### src/rtl/vc_fifo_bank.sv
// Four independent per-VC FIFOs sharing one push port and one pop port, with
// registered status, hysteretic pause/continue strobes and sticky error flags.
module vc_fifo_bank #(
  parameter int unsigned DATA_W = 4,
  parameter int unsigned DEPTH  = 8,
  parameter int unsigned AFULL  = 6,
  parameter int unsigned AEMPTY = 2
) (
  input  logic              clk,
  input  logic              reset,
  input  logic              push,
  input  logic [1:0]        push_vc,
  input  logic [DATA_W-1:0] push_data,
  input  logic              pop,
  input  logic [1:0]        pop_vc,
  output logic [DATA_W-1:0] pop_data,
  output logic              pop_valid,
  output logic [3:0]        empty,
  output logic [3:0]        full,
  output logic [3:0]        stb_pause,
  output logic [3:0]        stb_continue,
  output logic [3:0]        err_overflow,
  output logic [3:0]        err_underflow
);

  localparam int unsigned NumVc = 4;
  localparam int unsigned PtrW  = $clog2(DEPTH);
  localparam int unsigned CntW  = PtrW + 1;

  localparam logic [CntW-1:0] CntMax    = CntW'(DEPTH);
  localparam logic [CntW-1:0] CntAfull  = CntW'(AFULL);
  localparam logic [CntW-1:0] CntAempty = CntW'(AEMPTY);

  localparam logic [0:0] StRun    = 1'b0;
  localparam logic [0:0] StPaused = 1'b1;

  logic [DATA_W-1:0] mem_q    [NumVc][DEPTH];
  logic [PtrW-1:0]   wr_ptr_q [NumVc];
  logic [PtrW-1:0]   wr_ptr_d [NumVc];
  logic [PtrW-1:0]   rd_ptr_q [NumVc];
  logic [PtrW-1:0]   rd_ptr_d [NumVc];
  logic [CntW-1:0]   count_q  [NumVc];
  logic [CntW-1:0]   count_d  [NumVc];
  logic [0:0]        state_q  [NumVc];
  logic [0:0]        state_d  [NumVc];

  logic [NumVc-1:0] push_hit, pop_hit, pause_d, cont_d, empty_d, full_d;
  logic             pop_legal, push_ok;

  always_comb begin
    // Legality is judged on pre-edge counts; a pop into an empty VC never bypasses a push.
    pop_legal = pop && (count_q[pop_vc] != '0);
    push_ok   = push && ((count_q[push_vc] != CntMax) || (pop_legal && (pop_vc == push_vc)));

    push_hit = '0;
    pop_hit  = '0;
    pause_d  = '0;
    cont_d   = '0;
    empty_d  = '0;
    full_d   = '0;
    for (int i = 0; i < NumVc; i++) begin
      push_hit[i] = push_ok && (push_vc == 2'(i));
      pop_hit[i]  = pop_legal && (pop_vc == 2'(i));
      wr_ptr_d[i] = push_hit[i] ? wr_ptr_q[i] + PtrW'(1) : wr_ptr_q[i];
      rd_ptr_d[i] = pop_hit[i] ? rd_ptr_q[i] + PtrW'(1) : rd_ptr_q[i];
      count_d[i]  = count_q[i] + CntW'(push_hit[i]) - CntW'(pop_hit[i]);
      empty_d[i]  = (count_d[i] == '0);
      full_d[i]   = (count_d[i] == CntMax);

      state_d[i] = state_q[i];
      if ((state_q[i] == StRun) && (count_d[i] >= CntAfull)) begin
        state_d[i] = StPaused;
        pause_d[i] = 1'b1;
      end else if ((state_q[i] == StPaused) && (count_d[i] <= CntAempty)) begin
        state_d[i] = StRun;
        cont_d[i]  = 1'b1;
      end
    end
  end

  // Storage is deliberately not reset; writes are suppressed while reset is asserted.
  always_ff @(posedge clk) begin
    if (reset && push_ok) begin
      mem_q[push_vc][wr_ptr_q[push_vc]] <= push_data;
    end
  end

  always_ff @(posedge clk) begin
    if (!reset) begin
      for (int i = 0; i < NumVc; i++) begin
        wr_ptr_q[i] <= '0;
        rd_ptr_q[i] <= '0;
        count_q[i]  <= '0;
        state_q[i]  <= StRun;
      end
      pop_data      <= '0;
      pop_valid     <= 1'b0;
      empty         <= 4'hF;
      full          <= '0;
      stb_pause     <= '0;
      stb_continue  <= '0;
      err_overflow  <= '0;
      err_underflow <= '0;
    end else begin
      for (int i = 0; i < NumVc; i++) begin
        wr_ptr_q[i] <= wr_ptr_d[i];
        rd_ptr_q[i] <= rd_ptr_d[i];
        count_q[i]  <= count_d[i];
        state_q[i]  <= state_d[i];
      end
      pop_valid <= pop_legal;
      if (pop_legal) begin
        pop_data <= mem_q[pop_vc][rd_ptr_q[pop_vc]];
      end
      empty        <= empty_d;
      full         <= full_d;
      stb_pause    <= pause_d;
      stb_continue <= cont_d;
      if (push && !push_ok) begin
        err_overflow[push_vc] <= 1'b1;
      end
      if (pop && !pop_legal) begin
        err_underflow[pop_vc] <= 1'b1;
      end
    end
  end

endmodule

### config.mk
export PLATFORM = sky130hd
export DESIGN_NAME = vc_fifo_bank
export DESIGN_NICKNAME = d
export VERILOG_FILES = /design/src/rtl/vc_fifo_bank.sv
export SDC_FILE = /design/constraint.sdc
export NUM_CORES = 1
export LEC_CHECK = 0
export ABC_AREA = 1
export CORE_ASPECT_RATIO = 1.4
export CORE_UTILIZATION = 45
export DETAILED_ROUTE_END_ITERATION = 10
export GPL_TIMING_DRIVEN = 1
export REMOVE_ABC_BUFFERS = 1
export SLEW_MARGIN = 25
export SYNTH_ARGS = -nofsm -noshare
export SYNTH_HDL_FRONTEND = slang
export SYNTH_SLANG_ARGS = --single-unit
### constraint.sdc
create_clock -name clk -period 6.4 [get_ports clk]
set_clock_uncertainty 0.2 [all_clocks]
set_input_delay 0.64 -clock clk [delete_from_list [all_inputs] [get_ports clk]]
set_output_delay 0.64 -clock clk [all_outputs]
set_load 0.02 [all_outputs]
==> flow_summary.ini <==
[logic_synthesis]
ys_ff_latch = 201
synth_area_leader_cell = edfxtp_1
yosysSeqAreaShare = 0.591
synth_area_um2 = 8980
synthTopCellsByArea = edfxtp_1, dfxtp_1, nand2_1
synthCells = 1015
synth_warnings = 0
synth_top_area_frac = 0.428
ys_types = 30
synth.avg_cell_area_um2 = 8.85

[floorplanning]
ioPinCount = 41
die_area_um2 = 20500
die_y_um = 169
core-area_um2 = 19400
initial_core_util = 0.464
row_count = 60
die_w_um = 121

[route]
final_antenna_net_count = 0
wl_met1_mm = 8.09
top_layer = met4
wl_mm = 20.0
wl_met3_um = 793
dr.pass1.iters = 5
via_per_inst = 4.88
wl_per_cell_um = 15.2
first_iter_violations = 361
drc_errors = 0
num_vias = 6428
wl_met2_mm = 10.5

[cells_and_area]
mostFrequentLayoutCell = nand2_1
area_growth_syn_to_layout_pct = 14.9
layout_common_cells = nand2_1, nor2_1, edfxtp_1, inv_1, dfxtp_1
num_antenna_cells = 0
nFillCells = 1812
drive_above_1_share = 0.0579
fin_util = 0.533
layout.nets = 1096

[power]
peakVddDrop_uv = 223
clkPwrFrac = 0.352
p_leak_nw = 4.31
power_density_nw_per_um2 = 341
cellInternalPower_w = 0.00251
swShare = 0.286
p_comb_frac = 0.216
power_switching_w = 0.00101
seq_power_share = 0.432

[sta]
worst_pin_slew_ns = 0.797
hold_viol = 0
tns_ns = 0
fin_crit_ns = 4.33
rsz0062_at_grt = no
slew_viol_final = 0
setup_viol_count_final = 0
layout_worst_path_cycle_share = 0.677
maxSlewHeadroom = 0.468
fmax_mhz = 231

[grt]
grt_start_max_net_pins = 42
antenna_found_initial = 0
grt_pass1_vias = 6432
grt_pass1_wl_mm = 32.2
grt_overflow = 0
track_usage = 0.205

[cts]
clk_path_buf_depth = 3
cts_tree = done
cts_hold_buffers = 0
clk-insertion-delay-late_ns = 0.49
htreeDepth = 1
clk_pin_slew_ns = 0.06
cts_setup_buffers = 0
clock_sinks = 201
numCtsBuffers = 20
cts-resized-gates = 0
root_buffer = clkbuf_16

[worst_setup_path]
path_class = input port to flip-flop
cp_data_arrival_time_ns = 4.52
cpLargestDelayFamily = buffers and inverters
crit_chain = clkdlybuf4s50_1 > nand2_2 > inv_2 > nand2_1 > nand2_1 > inv_2 > nand2_2 > nand2_2 > nor2_1 > ha_1 > inv_1 > ha_1 > inv_1 > fa_1 > xnor2_1 > inv_1 > nor2_1 > o21ai_0 > inv_1 > nand2_1 > nand2_1
crit_buf_inv = 7
crit_slowest_cell = clkdlybuf4s50_1
end_kind = flip-flop
cp_max_fo = 35
crit_required_ns = 6.59
max_stage_delay_ns = 0.69
cp-start-kind = input port

[worst_hold_path]
hold_class = flip-flop to flip-flop

[place]
dp_hpwl_mm = 13.5
gp_congestion = 0.808
portBuffers = 40

[status]
status = finished clean

[run]
max-cap-violations = 0
==> metal layers <==
layer,vias up,global-route usage
met3,33,0.0262
met1,2958,0.230
met2,139,0.387
met5,-,0
li1,3298,-
met4,0,0.0778
==> logic make-up after synthesis <==
kind of cell / after synthesis / share of synthesized area
AO/OA/AOI/OAI: 57 / 0.0341
XOR/XNOR: 14 / 0.0137
adder cells (fa/ha/maj): 28 / 0.0424
buffers and inverters: 162 / 0.0713
flip-flops: 201 / 0.591
AND/OR/NAND/NOR: 553 / 0.248
==> tightest hold or removal path: stages, from the launching register on <==
cell and delay (ns):
dfxtp_1 0.31, inv_1 0.05, a21oi_1 0.05
==> cell type report <==
type | instances | area (um2) | share of cell area
Sequential cell | 201 | 5310 | 0.514
Multi-Input combinational cell | 652 | 3040 | 0.294
Inverter | 131 | 492 | 0.0477
Tap cell | 248 | 310 | 0.0301
Clock buffer | 28 | 582 | 0.0564
Timing Repair Buffer | 50 | 475 | 0.0461
Clock inverter | 8 | 115 | 0.0112
==> Yosys cell counts <==
master       n
nand2_1    337
nor2_1     134
edfxtp_1   128
inv_1      121
dfxtp_1     73
nand3_1     48
a21oi_1     27
ha_1        24
o21ai_0     19
buf_2       14
nand4_1     13
clkbuf_1    11
nor3_1       9
inv_2        8
xnor2_1      8
o22ai_1      6
xor2_1       6
fa_1         4
nor2_2       4
buf_1        3
nand2_2      3
nor2_4       3
o211ai_1     3
buf_4        2
clkinv_1     2
buf_6        1
nor4_1       1
o2111ai_1    1
o31ai_1      1
or2_2        1
==> through the flow <==
stage / cell area [um2] / instances / setup WS, ns / hold slack, ns / total power [W]
floorplan: 8830 / 984 / 2.45 / 0.229 / 0.00204
global placement: 9620 / 1282 / 1.60 / 0.242 / 0.00231
detailed placement: 9620 / 1282 / 1.56 / 0.243 / 0.00231
CTS: 10300 / 1318 / 2.06 / 0.255 / 0.00355
global route: 10300 / 1318 / 1.66 / 0.275 / 0.00370
finish: 10300 / 1318 / 2.07 / 0.253 / 0.00352
==> power by group through the flow <==
stage | clock (W) | sequential, W | combinational, W
3_5_place_dp | 0 | 0.00155 | 0.000760
6_report | 0.00124 | 0.00152 | 0.000760
5_1_grt | 0.00131 | 0.00153 | 0.000855
3_3_place_gp | 0 | 0.00155 | 0.000755
2_1_floorplan | 0 | 0.00160 | 0.000441
4_1_cts | 0.00126 | 0.00152 | 0.000767
==> worst paths after layout <==
check / start / to / slack, ns / cells after the start
worst max-delay path: pop_vc[1] / state_q[0] / 2.07 / 21
worst min-delay path: err_underflow[0] / err_underflow[0] / 0.25 / 2
worst max register to register: count_q[0][1] / state_q[0] / 3.08 / 20
worst min register to register: err_underflow[0] / err_underflow[0] / 0.25 / 2
==> sequential cells by signal, indices dropped and copies added (netlist names) <==
register and count:
mem_q 128, count_q 16, rd_ptr_q 12, wr_ptr_q 12, empty 4, err_overflow 4, err_underflow 4, full 4
pop_data 4, state_q 4, stb_continue 4, stb_pause 4, pop_valid 1
No activity file was read; power rests on OpenSTA's default activity.
